## src/rtl/uart_tx_buffered.sv

```systemverilog
// uart_tx_buffered
// Buffered UART transmitter. Producers hand words over a valid/ready
// handshake into a small FIFO. A frame engine serializes each word onto tx_o
// as a start bit, the data bits LSB first, an optional even-parity bit and
// one or two stop bits.
//
// Optional build macro: UART_TX_FLOW_CTRL_EN
//   Adds cts_n_i (active-low clear-to-send, 2-flop synchronized). A new frame
//   only starts while the synchronized CTS is asserted. A frame that has
//   already started always completes.
//
// Ports:
//   clk_i       system clock
//   reset_i     asynchronous active-high reset
//   cts_n_i     clear-to-send, active low (only with UART_TX_FLOW_CTRL_EN)
//   tx_v_i      input word valid
//   tx_i        input word
//   tx_ready_o  FIFO can accept a word (not full)
//   tx_o        serial line, idle high
//   busy_o      frame in progress or FIFO non-empty
//   count_o     words currently held in the FIFO
module uart_tx_buffered #(
    parameter int clk_per_bit_p = 10416,
    parameter int data_bits_p   = 8,
    parameter int parity_bit_p  = 0,
    parameter int stop_bits_p   = 1,
    parameter int fifo_els_p    = 4
) (
    input  logic                              clk_i,
    input  logic                              reset_i,
`ifdef UART_TX_FLOW_CTRL_EN
    input  logic                              cts_n_i,
`endif
    input  logic                              tx_v_i,
    input  logic [data_bits_p-1:0]            tx_i,
    output logic                              tx_ready_o,
    output logic                              tx_o,
    output logic                              busy_o,
    output logic [$clog2(fifo_els_p+1)-1:0]   count_o
);

    localparam int cnt_w_lp   = ($clog2(clk_per_bit_p) > 1) ? $clog2(clk_per_bit_p) : 1;
    localparam int ptr_w_lp   = $clog2(fifo_els_p);
    localparam int count_w_lp = $clog2(fifo_els_p + 1);
    localparam int idx_w_lp   = $clog2(data_bits_p + 1);

    localparam logic [cnt_w_lp-1:0]   reload_lp    = cnt_w_lp'(clk_per_bit_p - 1);
    localparam logic [count_w_lp-1:0] full_lp      = count_w_lp'(fifo_els_p);
    localparam logic [idx_w_lp-1:0]   last_data_lp = idx_w_lp'(data_bits_p - 1);
    localparam logic [idx_w_lp-1:0]   last_stop_lp = idx_w_lp'(stop_bits_p - 1);

    typedef enum logic [2:0] {IDLE, START, DATA, PARITY, STOP} state_t;

    // ------------------------------------------------------------------
    // Clear-to-send
    // ------------------------------------------------------------------
    logic cts_ok;
`ifdef UART_TX_FLOW_CTRL_EN
    logic cts_meta_reg, cts_sync_reg;
    always_ff @(posedge clk_i or posedge reset_i) begin
        if (reset_i) begin
            cts_meta_reg <= 1'b1;
            cts_sync_reg <= 1'b1;
        end else begin
            cts_meta_reg <= cts_n_i;
            cts_sync_reg <= cts_meta_reg;
        end
    end
    assign cts_ok = ~cts_sync_reg;
`else
    assign cts_ok = 1'b1;
`endif

    // ------------------------------------------------------------------
    // FIFO
    // ------------------------------------------------------------------
    logic [data_bits_p-1:0] mem [fifo_els_p];
    logic [ptr_w_lp-1:0]    wr_ptr_reg, rd_ptr_reg;
    logic [count_w_lp-1:0]  count_reg, count_next;
    logic                   full, empty, push, pop;
    logic [data_bits_p-1:0] head;

    assign full  = (count_reg == full_lp);
    assign empty = (count_reg == '0);
    assign push  = tx_v_i & ~full;
    assign head  = mem[rd_ptr_reg];

    // Storage carries no reset: contents are meaningless once the pointers clear.
    always_ff @(posedge clk_i) begin
        if (push) begin
            mem[wr_ptr_reg] <= tx_i;
        end
    end

    always_comb begin
        count_next = count_reg;
        case ({push, pop})
            2'b10:   count_next = count_reg + count_w_lp'(1);
            2'b01:   count_next = count_reg - count_w_lp'(1);
            default: count_next = count_reg;
        endcase
    end

    // Depth is a power of two, so pointers wrap naturally.
    always_ff @(posedge clk_i or posedge reset_i) begin
        if (reset_i) begin
            wr_ptr_reg <= '0;
            rd_ptr_reg <= '0;
            count_reg  <= '0;
        end else begin
            if (push) wr_ptr_reg <= wr_ptr_reg + ptr_w_lp'(1);
            if (pop)  rd_ptr_reg <= rd_ptr_reg + ptr_w_lp'(1);
            count_reg <= count_next;
        end
    end

    // ------------------------------------------------------------------
    // Frame engine
    // ------------------------------------------------------------------
    state_t                 state_reg, state_next;
    logic [cnt_w_lp-1:0]    cnt_reg, cnt_next;
    logic [idx_w_lp-1:0]    idx_reg, idx_next;
    logic [data_bits_p-1:0] shift_reg, shift_next;
    logic                   parity_reg, parity_next;
    logic                   tx_reg, tx_next;
    logic                   bit_done, can_start;

    assign bit_done  = (cnt_reg == '0);
    assign can_start = ~empty & cts_ok;

    always_ff @(posedge clk_i or posedge reset_i) begin
        if (reset_i) begin
            state_reg  <= IDLE;
            cnt_reg    <= reload_lp;
            idx_reg    <= '0;
            shift_reg  <= '0;
            parity_reg <= 1'b0;
            tx_reg     <= 1'b1;
        end else begin
            state_reg  <= state_next;
            cnt_reg    <= cnt_next;
            idx_reg    <= idx_next;
            shift_reg  <= shift_next;
            parity_reg <= parity_next;
            tx_reg     <= tx_next;
        end
    end

    // tx_next is the line value for the coming bit period; the bit on the
    // line is always registered, so every transition lands on a clock edge.
    // The shift register is pre-shifted: shift_reg[0] is the next data bit.
    always_comb begin
        state_next  = state_reg;
        cnt_next    = cnt_reg - cnt_w_lp'(1);
        idx_next    = idx_reg;
        shift_next  = shift_reg;
        parity_next = parity_reg;
        tx_next     = tx_reg;
        pop         = 1'b0;
        case (state_reg)
            IDLE: begin
                tx_next  = 1'b1;
                cnt_next = reload_lp;
                if (can_start) begin
                    pop         = 1'b1;
                    state_next  = START;
                    tx_next     = 1'b0;
                    shift_next  = head;
                    parity_next = ^head;
                end
            end
            START: begin
                if (bit_done) begin
                    state_next = DATA;
                    cnt_next   = reload_lp;
                    idx_next   = '0;
                    tx_next    = shift_reg[0];
                    shift_next = shift_reg >> 1;
                end
            end
            DATA: begin
                if (bit_done) begin
                    cnt_next = reload_lp;
                    if (idx_reg == last_data_lp) begin
                        if (parity_bit_p != 0) begin
                            state_next = PARITY;
                            tx_next    = parity_reg;
                        end else begin
                            state_next = STOP;
                            tx_next    = 1'b1;
                            idx_next   = '0;
                        end
                    end else begin
                        idx_next   = idx_reg + idx_w_lp'(1);
                        tx_next    = shift_reg[0];
                        shift_next = shift_reg >> 1;
                    end
                end
            end
            PARITY: begin
                if (bit_done) begin
                    state_next = STOP;
                    cnt_next   = reload_lp;
                    tx_next    = 1'b1;
                    idx_next   = '0;
                end
            end
            STOP: begin
                if (bit_done) begin
                    cnt_next = reload_lp;
                    if (idx_reg == last_stop_lp) begin
                        // Chain straight into the next start bit when a word waits.
                        if (can_start) begin
                            pop         = 1'b1;
                            state_next  = START;
                            tx_next     = 1'b0;
                            shift_next  = head;
                            parity_next = ^head;
                        end else begin
                            state_next = IDLE;
                            tx_next    = 1'b1;
                        end
                    end else begin
                        idx_next = idx_reg + idx_w_lp'(1);
                    end
                end
            end
            default: begin
                state_next = IDLE;
                tx_next    = 1'b1;
            end
        endcase
    end

    always_comb begin
        tx_o       = tx_reg;
        tx_ready_o = ~full;
        busy_o     = (state_reg != IDLE) | ~empty;
        count_o    = count_reg;
    end

endmodule

```

## config.mk

```make
export PLATFORM = sky130hd
export DESIGN_NAME = uart_tx_buffered
export DESIGN_NICKNAME = d
export VERILOG_FILES = /design/src/rtl/uart_tx_buffered.sv
export SDC_FILE = /design/constraint.sdc
export NUM_CORES = 1
export LEC_CHECK = 0
export ABC_AREA = 1
export BUFFER_PORTS_ARGS = -buffer_cell sky130_fd_sc_hd__clkbuf_2
export CORE_MARGIN = 2
export CORE_UTILIZATION = 48
export CTS_CLUSTER_DIAMETER = 80
export CTS_CLUSTER_SIZE = 14
export DETAILED_ROUTE_END_ITERATION = 7
export PLACE_DENSITY_LB_ADDON = 0.12
export SKIP_CTS_REPAIR_TIMING = 1
export SYNTH_ARGS = -nofsm -noshare
export SYNTH_HDL_FRONTEND = slang
export SYNTH_SLANG_ARGS = --single-unit
```

## constraint.sdc

```tcl
create_clock -name clk_i -period 2.9 [get_ports clk_i]
set_input_delay 0.29 -clock clk_i [delete_from_list [all_inputs] [get_ports clk_i]]
set_output_delay 0.29 -clock clk_i [all_outputs]
set_load 0.02 [all_outputs]
```

# Word-level counts from Yosys, hierarchy flattened
# Memory sizes are Yosys's and may differ from the RTL's.
# Cells that the tools add are included.
# word_totals
register_bits,37
ram_bits,32
memories,1
# op_classes
n_addsub,6
eq_ne,18
n_mux,39
bitwise_logic,4
reduce_logical,14
# mem_list
name,words,width,read_ports,rd_ports_with_merged_regs,wr,line,source
mem,4,8,1,0,1,77,logic [data_bits_p-1:0] mem [fifo_els_p];
# ops
operator,n
8-bit two-way mux,6
8-bit one-hot mux with 4 select lines,1
14-bit one-hot mux with 2 select lines,1
3-bit two-way mux,7
4-bit two-way mux,5
"2-bit != test, second input constant",9
3-bit one-hot mux with 5 select lines,1
14-bit zero test,1
14-bit two-way mux,1
"14-bit by 1-bit subtractor with 14-bit output, second input constant",1
1-bit two-way mux,13
4-bit one-hot mux with 3 select lines,1
5-bit AND reduction,2
7-bit AND reduction,1
"3-bit by 2-bit == test with 1-bit output, second input constant",2
"3-bit == test, second input constant",2
3-bit zero test,2
3-bit one-hot mux with 2 select lines,1
6-bit AND reduction,1
3-bit nonzero test,2
1-bit one-hot mux with 5 select lines,1
"2-bit by 1-bit adder with 2-bit output, second input constant",2
"4-bit by 1-bit adder with 4-bit output, second input constant",1
"4-bit by 3-bit == test with 1-bit output, second input constant",1
15 further kinds,16

# Logic depth before layout (Yosys ltp)
# logic_depth
depth_word,7
ltp_mapped,14

# Worst setup path before layout
# OpenSTA, ideal clock, no wires.
# synth_path
kind,register -> register
from,register cnt_reg[0]
to,"register count_reg[2], in the netlist count_o[2]"
setup_ps,131
t_arrival_ps,2091
required_ps,2769
slack_ps,678
path_stages_with_launch,15
period_less_slack_ps,2222
cell_sequence,dfstp_2 > inv_1 > ha_1 > nand3_1 > nor2_2 > nand2_4 > nand2_1 > nand3_1 > inv_1 > ha_1 > inv_1 > fa_1 > a21oi_1 > o21ai_0 > xor2_1
# synth_between
elab_chain_len,5
elab_cells_between_ends,7
classes_between,2 x eq/ne; 3 x mux; 2 x reduce/logical
# synth_rtl
item,line,source
start: declaration,121,"logic [cnt_w_lp-1:0] cnt_reg, cnt_next;"
start signal: assignment,134,cnt_reg <= reload_lp;
start signal: assignment,141,cnt_reg <= cnt_next;
14-bit zero test (*),128,assign bit_done = (cnt_reg == '0);
1-bit two-way mux (*),209,if (bit_done) begin
1-bit one-hot mux with 2 select lines (*),160,case (state_reg)
net pop,80,"logic full, empty, push, pop;"
2-bit by 1-bit == test with 1-bit output / 2-bit == test (equally long branches),97,"case ({push, pop})"
3-bit one-hot mux with 2 select lines / 2-bit nonzero test (equally long branches),n/a,
end signal: assignment,113,count_reg <= count_next;
end: declaration,79,"logic [count_w_lp-1:0] count_reg, count_next;"
# Mark *: on every way through the listed nets, which the timed path passes. The rest lies on a longest branch.
# A chain may end at the register's enable or synchronous reset.

# Final worst setup path
# Ends and elaborated chain as after synthesis.

==> impl_metrics.toml <==
[clock_tree]
htreeDepth = 3
cts_made_buffers = 9
path_clk_slew_ps = 70
cts.sinks = 69
cts_tree = "built"
insertion_delay_ps = 340
clockRootBuffer = "clkbuf_8"
clk_path_buf_depth = 2

[cells_and_area]
multi_input_area_mm2 = 0.00136
diodes = 0
drive_gt1_share_pct = 20.6
largest_reg_flops = 32
num-fill-cells = 670
fin_util_pct = 54.3
nNetsFinal = 418
seq_area_mm2 = 0.00190
area_growth_pct = 11.2

[global_routing]
grt_max_degree = 38
top_usage_layer = "met2"
grt_antenna_before_repair = 0
grt_pass1_wl_mm = 10.8
grt_util_met1_pct = 24.6
grt_usage_pct = 17.9
use_met3_pct = 3.32
met2_usage_pct = 28.3
globalRouteOverflowTotal = 0
grt_pass1_vias = 2361

[worst_setup_path]
worstPathMaxFanout = 5
crit_type = "reg2reg"
cp-end-kind = "flip-flop"
crit_path_max_incr_delay_ps = 370
crit_arrival_ps = 2660
path_common_cell = "inv_1"
worst_path_max_delay_cell = "dfstp_2"
worstSetupStartpointType = "flip-flop"
path_cells = "inv_1 -> ha_1 -> nand3_1 -> nor2_2 -> nand2_4 -> nand2_1 -> nand3_1 -> inv_1 -> ha_1 -> inv_1 -> fa_1 -> a21oi_1 -> o21ai_0 -> xor2_1"
critPathRequiredTime_ps = 3110
reg2reg_slack_ps = 440

[timing]
hold_violations = 0
fin_skew_ps = 9.82
setup_viol = 0
worstMarginPinSlew_ps = 810
grt_setup_unrepaired = "no"
setup_tns_ps = 0
period_needed_ps = 2460
relSlewSlack_pct = 45.8
finalCritPeriodShare_pct = 84.7
maxSlewViolCount = 0
max_freq_ghz = 0.407

[route]
drt_iter0_drc = 98
ant_nets = 0
via_per_inst = 4.81
drt_pass1_iterations = 4
num_vias = 2409
drt-wirelength-per-cell_um = 12.5
drc_errors = 0
routed_wl_mm = 6.28

[power]
switchingPower_mw = 0.645
pwr_density_cell_mw_per_mm2 = 596
swShare_pct = 27.9
ir_drop_v = 0.000458
power_mw = 2.31
p_seq_share_pct = 52.1
p_comb_share_pct = 14.5
clock_power_share_pct = 33.5
p_int_mw = 1.67
leakage_nw = 1.74

[synthesis]
synth_nets = 392
yosys_warnings = 0
synth-seq-area-share_pct = 54.5
synth_top_area_share_pct = 27.6
ys_types = 32
syn_area_per_cell_um2 = 9.39
synth_top_cells_by_area = "edfxtp_1, dfrtp_1, nand2_1"
netlist_area_mm2 = 0.00348
yosysTopAreaCell = "edfxtp_1"
synth_cells = 371
synth-seq-cells = 69

[floorplanning]
dieWidth_um = 89.2
io-pin-count = 17
dieArea_mm2 = 0.00796
die_y_um = 89.2
start_util_pct = 48.8
coreArea_mm2 = 0.00714
num_rows = 31

[placed_design]
hpwl_mm = 4.35
port-buffer-count = 16
place.gp.congestion = 0.869

[flow_run]
maxCapViolations = 0

[hold_path]
hold_path_class = "in2async"

[run_status]
status = "completed"
## path summary, 6_finish.rpt
kind | from | endpoint | cells after the start
setup / recovery | cnt_reg[0] | count_o[2] | 14
hold / removal | reset_i | shift_reg[7] | 3
setup reg to reg | cnt_reg[0] | count_o[2] | 14
hold reg to reg | cnt_reg[0] | cnt_reg[0] | 1
max in group asynchronous | reset_i | cnt_reg[0] | 3
min in group clk_i | tx_i[1] | mem[3][1] | 1
## synthesized netlist by cell type (all sizes together)
| library cell | count |
|---|---|
| a21oi | 8 |
| buf | 5 |
| clkbuf | 1 |
| clkinv | 1 |
| dfrtp | 28 |
| dfstp | 9 |
| edfxtp | 32 |
| fa | 1 |
| ha | 9 |
| inv | 46 |
| nand2 | 109 |
| nand3 | 38 |
| nand4 | 5 |
| nor2 | 40 |
| o21ai | 22 |
| o31ai | 1 |
| or2 | 1 |
| xnor2 | 8 |
| xor2 | 7 |
## layer usage
| layer | up-vias | share of wire (%) |
|---|---|---|
| li1 | 1243 | - |
| met1 | 1128 | 50 |
| met2 | 27 | 46 |
| met3 | 11 | 2.1 |
| met4 | 0 | 1.8 |
| met5 | - | 0 |
## cell usage in the layout, fill, tap and decap left out, types with 2 or more instances in the layout
cell	instances
nand2_1	95
inv_1	41
nand3_1	37
nor2_1	33
edfxtp_1	32
dfrtp_1	28
clkbuf_2	16
o21ai_0	12
ha_1	9
clkbuf_8	9
dfstp_2	9
nand2_2	8
xnor2_1	8
o21ai_2	7
xor2_1	7
nand2_4	6
a21oi_1	6
inv_2	5
nand4_1	5
buf_4	5
nor2_2	4
o21ai_1	3
a21oi_2	2
nor2_4	2
clkinv_2	2
clkinv_4	2
## power by group through the flow
stage | combinational, mW | clock, mW | sequential (mW)
6_report | 0.334 | 0.774 | 1.20
5_1_grt | 0.388 | 0.837 | 1.22
4_1_cts | 0.341 | 0.794 | 1.20
3_5_place_dp | 0.338 | 0 | 1.22
3_3_place_gp | 0.334 | 0 | 1.22
2_1_floorplan | 0.200 | 0 | 1.24
## final cells by class
cell class              count  area share (%)
clock buffers               9            3.20
clock inverters             7            1.91
inverters                  47            4.55
multi-input cells         249            35.1
flip-flops and latches     69            49.0
well taps                  99            3.20
repair buffers             21            3.04
## logic make-up (layout without fill, tap and decap cells)
family	count (synthesis)	in the layout	synth area share, %
buffers and inverters	53	84	6.46
AND/OR/NAND/NOR	193	193	26.0
adder cells (fa/ha/maj)	10	10	3.81
XOR/XNOR	15	15	3.77
AO/OA/AOI/OAI	31	31	5.49
flip-flops	69	69	54.5
## critical path: cells and delay by family (launching register included)
kind	cells	cell delay, ps
adder cells (fa/ha/maj)	3	690
XOR/XNOR	1	160
flip-flops	1	370
buffers and inverters	3	270
AND/OR/NAND/NOR	5	590
AO/OA/AOI/OAI	2	250
## stage by stage
stage	instance area [um2]	setup slack [ps]	instances	hold WS, ps
after floorplan	3480	678	371	389
after global placement	3680	570	485	425
after detailed placement	3680	476	485	423
after CTS	3870	442	501	58.2
after global routing	3870	116	501	88.8
final	3870	445	501	36.3
(Power assumes the default switching activity.)
